## src/rtl/mm2st_arb_pkg.sv

```systemverilog
// Shared definitions for the MM-to-ST stream arbiter.
//   arb_state_t   : arbiter FSM states (idle/arbitrate, granted).
//   DEF_NUM_SRC   : default number of requesting sources.
//   DEF_DATA_W    : default beat width.
//   ch_width()    : width of a channel/grant index for a given source count.
package mm2st_arb_pkg;

    typedef enum logic {
        ARB_IDLE,
        ARB_GRANT
    } arb_state_t;

    localparam int unsigned DEF_NUM_SRC = 4;
    localparam int unsigned DEF_DATA_W  = 16;

    // Never narrower than one bit, so two sources still get a real index.
    function automatic int unsigned ch_width(input int unsigned n);
        return (n <= 2) ? 1 : $clog2(n);
    endfunction

endpackage

```

## src/rtl/mm2st_rr_pick.sv

```systemverilog
// Combinational round-robin selector.
//   req    : per-source request vector.
//   rr_ptr : index that was served last (lowest priority this round).
//   found  : at least one request is set.
//   idx    : first requesting index scanning rr_ptr+1, rr_ptr+2, ... mod NUM_SRC.
module mm2st_rr_pick
    import mm2st_arb_pkg::*;
#(
    parameter int unsigned NUM_SRC = DEF_NUM_SRC,
    parameter int unsigned CH_W    = ch_width(DEF_NUM_SRC)
) (
    input  logic [NUM_SRC-1:0] req,
    input  logic [CH_W-1:0]    rr_ptr,
    output logic               found,
    output logic [CH_W-1:0]    idx
);

    // Offsets are walked in priority order; the inner loop only matches the
    // candidate position so every index into req stays a constant.
    always_comb begin
        found = 1'b0;
        idx   = '0;
        for (int unsigned k = 1; k <= NUM_SRC; k++) begin
            for (int unsigned j = 0; j < NUM_SRC; j++) begin
                if (!found && req[j] && (j == (32'(rr_ptr) + k) % NUM_SRC)) begin
                    found = 1'b1;
                    idx   = CH_W'(j);
                end
            end
        end
    end

endmodule

```

## src/rtl/mm2st_stream_arbiter.sv

```systemverilog
// Packet-aware round-robin arbiter sharing one Avalon-ST path between
// NUM_SRC sources. A grant is held until the granted source's EOP beat is
// accepted, so packets never interleave. Output stage is registered.
//   avalon_st_clk / avalon_st_reset_n : clock, async active-low reset.
//   ctrl_enable      : allow new grants (current packet always completes).
//   sink_*           : per-source Avalon-ST sink ports (data packed by index).
//   source_*         : arbitrated Avalon-ST source, channel = origin index.
//   busy             : granted or holding an output beat.
//   pkt_count        : EOP beats accepted downstream (wrapping).
module mm2st_stream_arbiter
    import mm2st_arb_pkg::*;
#(
    parameter int unsigned NUM_SRC = DEF_NUM_SRC,
    parameter int unsigned DATA_W  = DEF_DATA_W,
    parameter int unsigned CH_W    = ch_width(NUM_SRC)
) (
    input  logic                      avalon_st_clk,
    input  logic                      avalon_st_reset_n,
    input  logic                      ctrl_enable,
    input  logic [NUM_SRC*DATA_W-1:0] sink_data,
    input  logic [NUM_SRC-1:0]        sink_valid,
    input  logic [NUM_SRC-1:0]        sink_empty,
    input  logic [NUM_SRC-1:0]        sink_startofpacket,
    input  logic [NUM_SRC-1:0]        sink_endofpacket,
    output logic [NUM_SRC-1:0]        sink_ready,
    output logic [DATA_W-1:0]         source_data,
    output logic                      source_valid,
    output logic                      source_empty,
    output logic                      source_startofpacket,
    output logic                      source_endofpacket,
    output logic [CH_W-1:0]           source_channel,
    input  logic                      source_ready,
    output logic                      busy,
    output logic [31:0]               pkt_count
);

    arb_state_t        state;
    logic [CH_W-1:0]   grant;
    logic [CH_W-1:0]   rr_ptr;

    logic              load_en;
    logic              beat_acc;
    logic              pick_found;
    logic [CH_W-1:0]   pick_idx;

    logic [DATA_W-1:0] sel_data;
    logic              sel_valid;
    logic              sel_empty;
    logic              sel_sop;
    logic              sel_eop;

    mm2st_rr_pick #(
        .NUM_SRC (NUM_SRC),
        .CH_W    (CH_W)
    ) u_pick (
        .req    (sink_valid),
        .rr_ptr (rr_ptr),
        .found  (pick_found),
        .idx    (pick_idx)
    );

    // Output register can take a beat when empty or being drained this cycle.
    assign load_en = !source_valid || source_ready;

    always_comb begin
        sink_ready = '0;
        for (int unsigned i = 0; i < NUM_SRC; i++) begin
            sink_ready[i] = (state == ARB_GRANT) && load_en && (CH_W'(i) == grant);
        end
    end

    always_comb begin
        sel_data  = '0;
        sel_valid = 1'b0;
        sel_empty = 1'b0;
        sel_sop   = 1'b0;
        sel_eop   = 1'b0;
        for (int unsigned i = 0; i < NUM_SRC; i++) begin
            if (CH_W'(i) == grant) begin
                sel_data  = sink_data[i*DATA_W +: DATA_W];
                sel_valid = sink_valid[i];
                sel_empty = sink_empty[i];
                sel_sop   = sink_startofpacket[i];
                sel_eop   = sink_endofpacket[i];
            end
        end
    end

    assign beat_acc = (state == ARB_GRANT) && sel_valid && load_en;

    always_ff @(posedge avalon_st_clk or negedge avalon_st_reset_n) begin
        if (!avalon_st_reset_n) begin
            state  <= ARB_IDLE;
            grant  <= '0;
            rr_ptr <= CH_W'(NUM_SRC - 1);
        end else begin
            case (state)
                ARB_IDLE: begin
                    if (ctrl_enable && pick_found) begin
                        grant <= pick_idx;
                        state <= ARB_GRANT;
                    end
                end
                ARB_GRANT: begin
                    if (beat_acc && sel_eop) begin
                        rr_ptr <= grant;
                        state  <= ARB_IDLE;
                    end
                end
                default: state <= ARB_IDLE;
            endcase
        end
    end

    always_ff @(posedge avalon_st_clk or negedge avalon_st_reset_n) begin
        if (!avalon_st_reset_n) begin
            source_valid         <= 1'b0;
            source_data          <= '0;
            source_empty         <= 1'b0;
            source_startofpacket <= 1'b0;
            source_endofpacket   <= 1'b0;
            source_channel       <= '0;
        end else if (load_en) begin
            source_valid <= beat_acc;
            if (beat_acc) begin
                source_data          <= sel_data;
                source_empty         <= sel_empty;
                source_startofpacket <= sel_sop;
                source_endofpacket   <= sel_eop;
                source_channel       <= grant;
            end
        end
    end

    always_ff @(posedge avalon_st_clk or negedge avalon_st_reset_n) begin
        if (!avalon_st_reset_n) begin
            pkt_count <= '0;
        end else if (source_valid && source_ready && source_endofpacket) begin
            pkt_count <= pkt_count + 32'd1;
        end
    end

    assign busy = (state == ARB_GRANT) || source_valid;

endmodule

```

## config.mk

```make
export PLATFORM = sky130hd
export DESIGN_NAME = mm2st_stream_arbiter
export DESIGN_NICKNAME = d
export VERILOG_FILES = /design/src/rtl/mm2st_arb_pkg.sv /design/src/rtl/mm2st_rr_pick.sv /design/src/rtl/mm2st_stream_arbiter.sv
export SDC_FILE = /design/constraint.sdc
export NUM_CORES = 1
export LEC_CHECK = 0
export BUFFER_PORTS_ARGS = -buffer_cell sky130_fd_sc_hd__clkbuf_2
export CORE_MARGIN = 4
export CORE_UTILIZATION = 48
export DETAILED_ROUTE_END_ITERATION = 8
export PLACE_DENSITY = 0.82
export SYNTH_ARGS = -nofsm -noshare
export SYNTH_HDL_FRONTEND = slang
export SYNTH_SLANG_ARGS = --single-unit
export TNS_END_PERCENT = 100
```

## constraint.sdc

```tcl
create_clock -name avalon_st_clk -period 2.25 [get_ports avalon_st_clk]
set_clock_uncertainty 0.15 [all_clocks]
set_input_delay 0.225 -clock avalon_st_clk [delete_from_list [all_inputs] [get_ports avalon_st_clk]]
set_output_delay 0.225 -clock avalon_st_clk [all_outputs]
set_load 0.05 [all_outputs]
```

==> impl_metrics.tcl <==
set metrics [dict create \
    start_util_pct 50.15 \
    power_density_nw_per_um2 1252 \
    period_minus_slack_ns 1.995 \
    grt_pass1_wl_mm 13.41 \
    crit_path_start_kind "register" \
    syn_avg_cell_area_um2 13.06 \
    gr-total-overflow 0 \
    htreeDepth 3 \
    drv_cap 0 \
    p_switching_mw 2.353 \
    worstPathCellList "mux4_2 -> nand3_4 -> mux2_2" \
    diodes 0 \
    first_pass_iters 4 \
    vdd_drop_max_mv 0.9551 \
    yosysSeqAreaShare_pct 45.65 \
    place_hpwl_mm 6.077 \
    nets 480 \
    grt.total_usage_pct 20.82 \
    startpoint "grant[0]" \
    clock.fmax_ghz 0.5014 \
    post-route-util_pct 64.59 \
    cp-end-kind "register" \
    critPathRequiredTime_ns 2.31 \
    cts_buffers 9 \
    post-route-period-util_pct 88.65 \
    worstMarginPinSlew_ns 0.6663 \
    min_from "source_ready" \
    status "completed" \
    wl_per_cell_um 16.38 \
    cpPeakStageDelay_ns 0.57 \
    hold_violations 0 \
    synth_edf_count 0 \
    cp.arrival_ns 2.06 \
    seq_area_um2 1479 \
    clkSlewWorstSetupHoldPaths_ns 0.07 \
    crit_path_max_fanout 23 \
    root_buffer "clkbuf_8" \
    fp.dieW_um 90.15 \
    async_flop_share_pct 100.0 \
    insertion_delay_ns 0.33 \
    cp_top_family "multiplexers" \
    vias 2576 \
    dp_cells 460 \
    finalPower_mw 5.225 \
    drive_above_1_share_pct 53.50 \
    setup_viol 0 \
    grt_pass1_vias 2809 \
    cts_tree "built" \
    clock_sinks 59 \
    grt_antenna_before_repair 0 \
    synth_nets 333 \
    multi_input_area_um2 1627 \
    netlist_area_um2 3239 \
    synth_cell_types 39 \
    slew_headroom_pct 55.58 \
    cp.buffers_inverters 0 \
    routabilityCongestion 0.8957 \
    routed_wirelength_mm 7.813 \
    drc 0 \
    final.setup.tns_ns 0 \
    rr_startpoint "grant[0]" \
    power_frac_seq_pct 31.3 \
    switching_share_pct 45.03 \
    p_int_mw 2.872 \
    dieArea_um2 8127 \
    core_um2 6459 \
    path_class "reg -> reg" \
    fillerInstances 519 \
    post_cts_buffers 0 \
    detail-route-antenna-nets 0 \
    drt-initial-drc-count 41 \
    cts.repair.resized 0 \
    avgViaCountPerCell 5.400 \
    slowest_stage "mux4_2" \
    io_pins 143 \
    row_count 29 \
    p_leak_nw 2.228 \
    clock_path_buffers 2 \
    ys.flop_type "dfrtp_1" \
    rsz0062_at_grt "false" \
    ys_ff_latch 59 \
    ys_warn_count 0 \
    slew_violations 0 \
    io_buffers 142 \
    die_y_um 90.15 \
    combPwrFrac_pct 53.3 \
    instances_no_fill 477 \
    holdWs_ns 0.05697 \
    p_clk_share_pct 15.4 \
    min_path_type "in -> reg" \
    netlist_instances 248 \
    area_delta_synth_final_pct 28.78 \
    grt_max_degree 35 \
]
[placed cells by master (no fill, tap or decap), types with 2 or more instances in the layout]
master	Yosys	final
inv_1	9	9
nor4_1	3	3
nor2b_1	4	4
o21ai_0	3	3
nor4_2	4	4
clkbuf_8	0	9
xor2_1	22	22
nand4_1	3	3
buf_12	2	2
a21oi_1	2	2
mux4_2	19	19
mux2_4	16	16
nand3_1	12	12
and4_1	5	5
and3_1	5	5
clkbuf_2	0	142
nand4_4	2	2
nor2_1	12	12
dfrtp_1	57	57
buf_4	1	2
xnor2_1	9	9
clkinv_2	0	5
nor3_1	14	14
nand2b_1	2	2
nand2_1	16	16
dfstp_2	2	2
mux2_2	6	6
[synthesized netlist by cell type, drive strengths merged (6+ instances only)]
cell   count  area, µm²
dfrtp     57       1426
mux2      22      307.8
xor2      22      192.7
mux4      20      454.2
nand2     16      60.06
nand3     14      87.59
nor3      14      70.07
nor2      12      45.04
buf        9      88.83
inv        9      33.78
xnor2      9      78.83
nor4       7      68.82
nand4      6      73.82
[logic make-up (layout without fill, tap and decap cells)]
| kind of cell | count (synthesis) | count (layout) | synth area share (%) |
|---|---|---|---|
| XOR/XNOR | 31 | 31 | 8.382 |
| AND/OR/NAND/NOR | 86 | 86 | 16.18 |
| multiplexers | 42 | 42 | 23.52 |
| buffers and inverters | 20 | 172 | 4.133 |
| AO/OA/AOI/OAI | 9 | 9 | 1.738 |
| adder cells (fa/ha/maj) | 1 | 1 | 0.3862 |
| flip-flops | 59 | 59 | 45.65 |
[what timing repair did]
item                                    CTS  global route
hold buffers                              1             0
endpoints found under the setup margin    0             0
hold endpoints to repair                 25             0
[path summary, 6_finish.rpt]
path / cells past startpoint / slack, ns / to
max: 3 / 0.26 / source_empty
min: 3 / 0.06 / pkt_count[2]
max reg2reg: 3 / 0.26 / source_empty
min reg2reg: 1 / 0.31 / pkt_count[31]
max in group asynchronous: 3 / 0.96 / rr_ptr[0]
min in group asynchronous: 2 / 0.30 / pkt_count[28]
[worst reg2reg max path, stage by stage, from the launching register on]
cell and delay (ns):
dfrtp_1 0.41, mux4_2 0.57, nand3_4 0.36, mux2_2 0.39
[state kept, by name, indices dropped and copies added, names as in the netlist]
| register | cells |
|---|---|
| grant | 2 |
| pkt_count | 32 |
| rr_ptr | 2 |
| source_channel | 2 |
| source_data | 16 |
| source_empty | 1 |
| source_endofpacket | 1 |
| source_startofpacket | 1 |
| source_valid | 1 |
| state | 1 |
[power groups by stage]
stage	Clock, mW	Sequential [mW]	Combinational (mW)
3_5_place_dp	0	1.65	2.82
6_report	0.804	1.63	2.79
3_3_place_gp	0	1.64	2.76
4_1_cts	0.830	1.64	2.82
5_1_grt	0.891	1.68	2.96
2_1_floorplan	0	2.41	1.48
[routing by layer]
metal,vias to the layer above,global-route usage (%),part of all wire (%)
met5,-,0,0
li1,1200,-,-
met1,1247,24.32,39
met2,112,34.16,51
met3,17,7.179,7.9
met4,0,10.33,2.0
[stage by stage]
| stage | setup WS [ns] | area [µm²] |
|---|---|---|
| 5_1_grt | 0.09375 | 4172 |
| 3_5_place_dp | 0.2613 | 4001 |
| 6_report | 0.2554 | 4172 |
| 2_1_floorplan | -0.1210 | 3239 |
| 4_1_cts | 0.2418 | 4172 |
| 3_3_place_gp | 0.2957 | 4001 |
[final cells by class]
class	count	share of cell area, %
Tap cell	77	2.310
Inverter	9	0.8098
Sequential cell	59	35.45
Multi-Input combinational cell	169	38.99
Clock buffer	10	3.059
Clock inverter	6	0.7798
Timing Repair Buffer	147	18.60
Note: power is estimated with default switching activity, not from simulation.
